File: src/rtl/core_out_streamer_if.sv
// Valid/ready beat stream from the output streamer to the host/DMA side.
interface core_out_streamer_if #(
    parameter int out_bw = 32
);
    logic              valid;
    logic              ready;
    logic              last;
    logic [out_bw-1:0] data;

    modport master (output valid, output data, output last, input ready);
    modport slave  (input valid, input data, input last, output ready);
endinterface

File: src/rtl/core_out_streamer.sv
// Captures core output words (optional per-lane ReLU) into a word FIFO and streams
// each word out as out_bw beats, lowest bits first. Overrun drops the word, sticky flag.
module core_out_streamer #(
    parameter int col     = 8,
    parameter int psum_bw = 16,
    parameter int out_bw  = 32,
    parameter int depth   = 16
) (
    input  logic                     clk,
    input  logic                     reset,
    input  logic                     valid_in,
    input  logic [psum_bw*col-1:0]   data_in,
    input  logic                     relu_en,
    core_out_streamer_if.master      m,
    output logic [$clog2(depth):0]   count,
    output logic                     full,
    output logic                     empty,
    output logic                     overflow,
    input  logic                     clr_overflow
);
    localparam int wordW = psum_bw * col;
    localparam int beats = wordW / out_bw;
    localparam int ptrW  = $clog2(depth);
    localparam int cntW  = ptrW + 1;
    localparam int beatW = (beats > 1) ? $clog2(beats) : 1;

    logic [wordW-1:0]             mem [depth];
    logic [ptrW-1:0]              wrPtr;
    logic [ptrW-1:0]              rdPtr;
    logic [beatW-1:0]             beatIdx;
    logic [wordW-1:0]             reluWord;
    logic [beats-1:0][out_bw-1:0] headBeats;
    logic                         handshake;
    logic                         lastBeat;
    logic                         pop;
    logic                         wrEn;
    logic                         drop;

    always_comb begin
        reluWord = data_in;
        for (int i = 0; i < col; i++) begin
            if (relu_en && data_in[psum_bw*(i+1)-1]) begin
                reluWord[psum_bw*i +: psum_bw] = '0;
            end
        end
    end

    assign full      = (count == cntW'(depth));
    assign empty     = (count == '0);
    assign lastBeat  = (beatIdx == beatW'(beats - 1));
    assign handshake = m.valid & m.ready;
    assign pop       = handshake & lastBeat;
    // A pop on the same edge frees the slot, so a full FIFO can still accept.
    assign wrEn      = valid_in & ~reset & (~full | pop);
    assign drop      = valid_in & full & ~pop;

    assign headBeats = mem[rdPtr];
    assign m.valid   = ~empty;
    assign m.data    = headBeats[beatIdx];
    assign m.last    = m.valid & lastBeat;

    always_ff @(posedge clk) begin
        if (wrEn) begin
            mem[wrPtr] <= reluWord;
        end
    end

    always_ff @(posedge clk or posedge reset) begin
        if (reset) begin
            wrPtr    <= '0;
            rdPtr    <= '0;
            beatIdx  <= '0;
            count    <= '0;
            overflow <= 1'b0;
        end else begin
            if (wrEn) begin
                wrPtr <= wrPtr + ptrW'(1);
            end
            if (handshake) begin
                if (lastBeat) begin
                    beatIdx <= '0;
                    rdPtr   <= rdPtr + ptrW'(1);
                end else begin
                    beatIdx <= beatIdx + beatW'(1);
                end
            end
            if (wrEn && !pop) begin
                count <= count + cntW'(1);
            end else if (pop && !wrEn) begin
                count <= count - cntW'(1);
            end
            if (drop) begin
                overflow <= 1'b1;
            end else if (clr_overflow) begin
                overflow <= 1'b0;
            end
        end
    end
endmodule
File: src/flat_wrapper.sv
// flat-port wrapper written by rule: the top's interface ports become plain ports
module core_out_streamer_flat 
#(
    parameter int col     = 8,
    parameter int psum_bw = 16,
    parameter int out_bw  = 32,
    parameter int depth   = 16
)
  (clk, reset, valid_in, data_in, relu_en, count, full, empty, overflow, clr_overflow, m_valid, m_data, m_last, m_ready);
  core_out_streamer_if #(.out_bw(out_bw)) m_i ();
  input  logic clk;
  input  logic reset;
  input  logic valid_in;
  input  logic [psum_bw*col-1:0] data_in;
  input  logic relu_en;
  output logic [$clog2(depth):0] count;
  output logic full;
  output logic empty;
  output logic overflow;
  input  logic clr_overflow;
  output wire logic [$bits(m_i.valid)-1:0] m_valid;
  output wire logic [$bits(m_i.data)-1:0] m_data;
  output wire logic [$bits(m_i.last)-1:0] m_last;
  input wire logic [$bits(m_i.ready)-1:0] m_ready;
  assign m_valid = m_i.valid;
  assign m_data = m_i.data;
  assign m_last = m_i.last;
  assign m_i.ready = m_ready;
  core_out_streamer #(.col(col), .psum_bw(psum_bw), .out_bw(out_bw), .depth(depth)) u_core (.clk(clk), .reset(reset), .valid_in(valid_in), .data_in(data_in), .relu_en(relu_en), .m(m_i), .count(count), .full(full), .empty(empty), .overflow(overflow), .clr_overflow(clr_overflow));
endmodule
File: config.mk
export PLATFORM = sky130hd
export DESIGN_NAME = core_out_streamer_flat
export DESIGN_NICKNAME = d
export VERILOG_FILES = /design/src/rtl/core_out_streamer_if.sv /design/src/rtl/core_out_streamer.sv /design/src/flat_wrapper.sv
export SDC_FILE = /design/constraint.sdc
export NUM_CORES = 2
export LEC_CHECK = 0
export BUFFER_PORTS_ARGS = -buffer_cell sky130_fd_sc_hd__buf_2
export CAP_MARGIN = 20
export CORE_ASPECT_RATIO = 0.8
export CORE_MARGIN = 2
export CORE_UTILIZATION = 45
export DETAILED_ROUTE_END_ITERATION = 6
export PLACE_DENSITY = 0.67
export SYNTH_ARGS = -nofsm -noshare
export SYNTH_HDL_FRONTEND = slang
export SYNTH_SLANG_ARGS = --single-unit
File: constraint.sdc
create_clock -name clk -period 14.8 [get_ports clk]
set_input_delay 1.48 -clock clk [delete_from_list [all_inputs] [get_ports clk]]
set_output_delay 1.48 -clock clk [all_outputs]
set_load 0.1 [all_outputs]
# Word-level counts from Yosys, hierarchy flattened
# Memory sizes are Yosys's and may differ from the RTL's.
# Index checks and enable logic that the tools add are counted.
[word_totals]
register_bits = 16
ramBits = 2048
inputBits = 134
output_inout_bits = 42
elab_cells = 59
mem_count = 1
[op_classes]
addsub = 5
order_cmp = 1
eq_ne = 2
muxes = 17
n_bitwise = 12
n_reduce_logical = 16
[mem_list]
columns = ["name", "depth", "width", "rd", "rd_clocked_by_memory_dff", "wr", "line", "text"]
rows = [
  ["u_core.mem", 16, 128, 1, 0, 1, "core_out_streamer.sv:27", "logic [wordW-1:0] mem [depth];"],
]
[ops]
columns = ["operator", "n"]
rows = [
  ["16-bit 2-to-1 mux", 8],
  ["32-bit binary-select mux with 2-bit select", 1],
  ["32-bit 2-to-1 mux", 1],
  ["1-bit logical AND", 10],
  ["5-bit 2-to-1 mux", 2],
  ["4-bit by 1-bit adder with 4-bit output (second input constant)", 2],
  ["1-bit AND", 7],
  ["5-bit by 1-bit adder with 5-bit output (second input constant)", 1],
  ["5-bit == test (second input constant)", 1],
  ["5-bit zero test", 1],
  ["5-bit by 1-bit subtractor with 5-bit output (second input constant)", 1],
  ["1-bit 2-to-1 mux", 4],
  ["1-bit inverter", 4],
  ["2-bit nonzero test", 2],
  ["2-bit by 3-bit < comparator with 1-bit output (second input constant)", 1],
  ["2-bit by 1-bit adder with 2-bit output (second input constant)", 1],
  ["2-bit == test (second input constant)", 1],
  ["1-bit zero test", 2],
  ["2-bit 2-to-1 mux", 1],
  ["2-bit AND reduction", 1],
  ["1-bit bitwise OR", 1],
]

# Logic depth before layout (Yosys ltp)
[depth]
word_depth = 10
depth_mapped = 13
ltp_nobuf = 13

# Worst setup path after synthesis
# OpenSTA, ideal clock, no wires.
[synth_timing]
path_type = "in2reg"
from = "input reset"
to = "memory u_core.mem[3][0] in the netlist's numbering (enable)"
arrival_time_ns = 11.162
t_required_ns = 14.028
setup_slack_ns = 2.866
path_stages = 5
cell_sequence = "inv_1 > and3_1 > clkbuf_1 > nand2_1 > nor3_1"
[synth_via]
elab_chain_cells = 5
[synth_rtl]
columns = ["element", "line", "text"]
rows = [
  ["start: declaration", "flat_wrapper.sv:12", "input logic reset;"],
  ["1-bit inverter", "core_out_streamer.sv:54", "assign wrEn = valid_in & ~reset & (~full | pop);"],
  ["1-bit AND (2 in a row)", "core_out_streamer.sv:54", ""],
  ["net u_core.wrEn", "core_out_streamer.sv:36", "logic wrEn;"],
  ["1-bit 2-to-1 mux", "core_out_streamer.sv:63", "if (wrEn) begin"],
  ["1-bit 2-to-1 mux (not written as such)", "core_out_streamer.sv:64", "mem[wrPtr] <= reluWord;"],
  ["end: declaration", "core_out_streamer.sv:27", ""],
]
# The timed path passes the listed nets, and every way through them passes these cells.

# Worst setup path after layout
[layout_timing]
from = "register u_core.rdPtr[0]"
to = "output m_data[5]"
[layout_via]
elab_chain_cells = 3
[layout_rtl]
columns = ["element", "line", "text"]
rows = [
  ["start: declaration", "core_out_streamer.sv:29", "logic [ptrW-1:0] rdPtr;"],
  ["start signal: assignment", "core_out_streamer.sv:82", "rdPtr <= rdPtr + ptrW'(1);"],
  ["memory read 16 x 128 bit", "-", ""],
  ["32-bit binary-select mux with 2-bit select", "core_out_streamer.sv:59", "assign m.data = headBeats[beatIdx];"],
  ["32-bit 2-to-1 mux (not written as such)", "core_out_streamer.sv:59", ""],
  ["end: declaration", "flat_wrapper.sv:22", "output wire logic [$bits(m_i.data)-1:0] m_data;"],
]
# Every way passes these cells. The select of a mux whose other input is x is not followed.

==> flow_metrics.env <==
export IMPL_relSlewSlack_pct=24.4
export IMPL_route_detailed_drc=0
export IMPL_yosysSeqAreaShare_pct=78.1
export IMPL_post_synth_num_cell_types=44
export IMPL_std_cell_rows=137
export IMPL_timing_rr_start="u_core.beatIdx[0]"
export IMPL_portBuffers=175
export IMPL_cts_buffers=192
export IMPL_tightestPinTransition_ps=1130
export IMPL_critPathRequiredTime_ps=13320
export IMPL_track_usage_pct=23.4
export IMPL_reg2regPathDepth=10
export IMPL_post_cts_setup_buffers=0
export IMPL_p_sw_mw=6.13
export IMPL_hp_class="reg2reg"
export IMPL_slew_viol_final=0
export IMPL_die_x_um=473
export IMPL_syn_mean_instance_area_sq_um=22.5
export IMPL_viasPerCell=6.26
export IMPL_worstPathArrival_ps=5520
export IMPL_syn_inst=3526
export IMPL_dp_hpwl_mm=114
export IMPL_syn_area_sq_um=79300
export IMPL_p_leak_nw=27.6
export IMPL_slowest_delay_ps=1000
export IMPL_pin_count=176
export IMPL_critPathMaxFanout=42
export IMPL_path_cells="buf_4 > buf_4 > mux4_2 > nor2b_1 > a211oi_1 > o22ai_1 > and3_1 > buf_2"
export IMPL_crit_start="u_core.rdPtr[0]"
export IMPL_p_sw_share_pct=35.4
export IMPL_pwr_share_seq_pct=40.1
export IMPL_finish_utilization_pct=50.9
export IMPL_ant_nets=0
export IMPL_finalCritPeriodShare_pct=47.3
export IMPL_initialDrtViolationCount=5638
export IMPL_wl_per_cell_um=33.6
export IMPL_powerDensity_nw_per_um2=195
export IMPL_chipHeight_um=379
export IMPL_p_clk_share_pct=27.1
export IMPL_clock_sinks=2064
export IMPL_cts_resized=0
export IMPL_htreeDepth=4
export IMPL_cts_tree="built"
export IMPL_ir_drop_uv=317
export IMPL_critPathLaunchType="flip-flop"
export IMPL_grt_start_max_net_pins=141
export IMPL_worstSkewPairLatency_ps=850
export IMPL_wirelength_mm=210
export IMPL_crit_top_cell="buf_4"
export IMPL_fmax_ghz=0.143
export IMPL_gp_congestion=0.768
export IMPL_firstDrtPassIters=5
export IMPL_r2r_slack_ps=9390
export IMPL_vias=39100
export IMPL_core_area_sq_um=175000
export IMPL_endpoint="m_data[5]"
export IMPL_critPathKind="reg2out"
export IMPL_initial_utilization_pct=45.4
export IMPL_crit_slowest_cell="dfrtp_4"
export IMPL_p_int_mw=11.2
export IMPL_clockRootBuffer="clkbuf_16"
export IMPL_synth_nets=3672
export IMPL_grt_pass1_vias=38500
export IMPL_cts_hold_buf=0
export IMPL_regToRegEndpoint="u_core.mem[15][61]"
export IMPL_antenna_found_initial=30
export IMPL_grt_pass1_wl_mm=294
export IMPL_fin_nets=3936
export IMPL_yosys_warnings=0
export IMPL_setup_ws_ps=7800
export IMPL_max_cap_violations=0
export IMPL_die_area_sq_um=180000
export IMPL_cts_buffer_depth=3
export IMPL_ys_seq_elements=2064
export IMPL_combPwrFrac_pct=32.8
export IMPL_rsz0062_at_grt="no"
export IMPL_finalHoldViolCount=0
export IMPL_path_clk_slew_ps=70
export IMPL_dp_slack_ps=8570
export IMPL_fin_crit_ps=7000
export IMPL_status="finished clean"
export IMPL_setup_viol=0
export IMPL_fin_setup_tns_ps=0
export IMPL_power_mw=17.3
export IMPL_skew_ps=57.7
export IMPL_overflow=0
export IMPL_areaGrowthSynthToFinish_pct=12.0
export IMPL_drive_above_1_share_pct=27.0
export IMPL_cp_end_kind="output port"
==> kinds of logic after synthesis <==
group | Yosys count | synth area share, %
adders and majority gates | 12 | 0.199
DFF | 2064 | 78.1
buffers and inverters | 213 | 1.53
muxes | 530 | 14.8
and+or+nand+nor | 463 | 3.19
xor gates and xnor gates | 10 | 0.110
AOI/OAI and AO/OA | 234 | 2.15
==> routing by layer <==
layer | share of wire (%) | global-route usage, %
met5 | 0.019 | 0
met4 | 2.7 | 6.59
met3 | 9.5 | 4.35
met2 | 49 | 37.6
met1 | 39 | 32.9
==> sequential cells by signal, indices dropped and copies added (netlist names) <==
name / count
u_core.count: 5
u_core.beatIdx: 2
u_core.overflow: 1
u_core.rdPtr: 4
u_core.wrPtr: 4
u_core.mem: 2048
==> how the worst min path moves through the flow <==
stage / from / endpoint / slack [ps] / cells after the start
after detailed placement: u_core.count[4] / u_core.count[4] / 510 / 1
after floorplan: u_core.rdPtr[1] / u_core.rdPtr[1] / 550 / 3
after global placement: u_core.count[4] / u_core.count[4] / 510 / 1
after CTS: u_core.count[4] / u_core.count[4] / 530 / 1
final: u_core.count[4] / u_core.count[4] / 520 / 1
after global routing: u_core.overflow / u_core.overflow / 550 / 2
==> power groups by stage <==
stage	logic (mW)	registers, mW	clock network [mW]
floorplan	4.01	7.06	0
global placement	5.67	7.07	0
detailed placement	5.69	7.08	0
CTS	5.71	6.96	4.76
global route	5.92	6.98	4.99
finish	5.68	6.96	4.70
==> cell type report <==
cell class	count	area (sq um)
fill	13400	85800
sequential	2064	61900
multi-input combinational	1249	16300
clock buffer	242	5050
tap	2293	2870
timing repair buffer	272	1720
clock inverter	110	872
inverter	11	41.3
antenna	5	12.5
==> Yosys cell counts, drive strengths merged <==
library cell | instances | area, sq um
edfxtp | 2048 | 61500
mux4 | 511 | 11500
buf | 133 | 910
and2 | 123 | 769
nand2 | 94 | 353
clkbuf | 69 | 259
nand3 | 67 | 335
nand4 | 64 | 400
o22ai | 64 | 400
a22oi | 62 | 465
o221ai | 52 | 455
nor2b | 38 | 238
and3 | 31 | 194
a211oi | 23 | 173
nor2 | 18 | 67.6
dfrtp | 16 | 400
mux2i | 15 | 150
o21ai | 15 | 75.1
ha | 11 | 138
inv | 11 | 41.3
nand2b | 11 | 68.8
a211o | 8 | 70.1
xnor2 | 8 | 70.1
nor3 | 6 | 30.0
a21oi | 4 | 20.0
mux2 | 4 | 45.0
or2 | 3 | 18.8
a31oi | 2 | 12.5
nand3b | 2 | 15.0
nor4 | 2 | 12.5
or3 | 2 | 12.5
or3b | 2 | 17.5
xor2 | 2 | 17.5
a2111oi | 1 | 8.76
a21o | 1 | 7.51
fa | 1 | 20.0
o211a | 1 | 10.0
o21a | 1 | 7.51
==> worst max-delay path, delay by kind of cell (launching register included) <==
| family | cells | cell delay, ps |
|---|---|---|
| multiplexers | 1 | 310 |
| flip-flops | 1 | 1000 |
| AO/OA/AOI/OAI | 2 | 910 |
| AND/OR/NAND/NOR | 2 | 570 |
| buffers and inverters | 3 | 1810 |
==> through the flow <==
step           area [sq um]  hold WS (ps)  cells
2_1_floorplan         79300           549   3526
3_3_place_gp          82800           510   5883
3_5_place_dp          82900           515   5887
4_1_cts               88800           529   6239
5_1_grt               88800           554   6243
6_report              88800           525   6246
==> cell usage in the layout (no fill, tap or decap), drive strengths merged, types with 52 or more instances in the layout <==
cell,instances
edfxtp,2048
mux4,511
buf,272
clkbuf,242
and2,123
nand2,94
clkinv,91
nand3,67
o22ai,64
nand4,64
a22oi,62
o221ai,52
(Power assumes the default switching activity.)
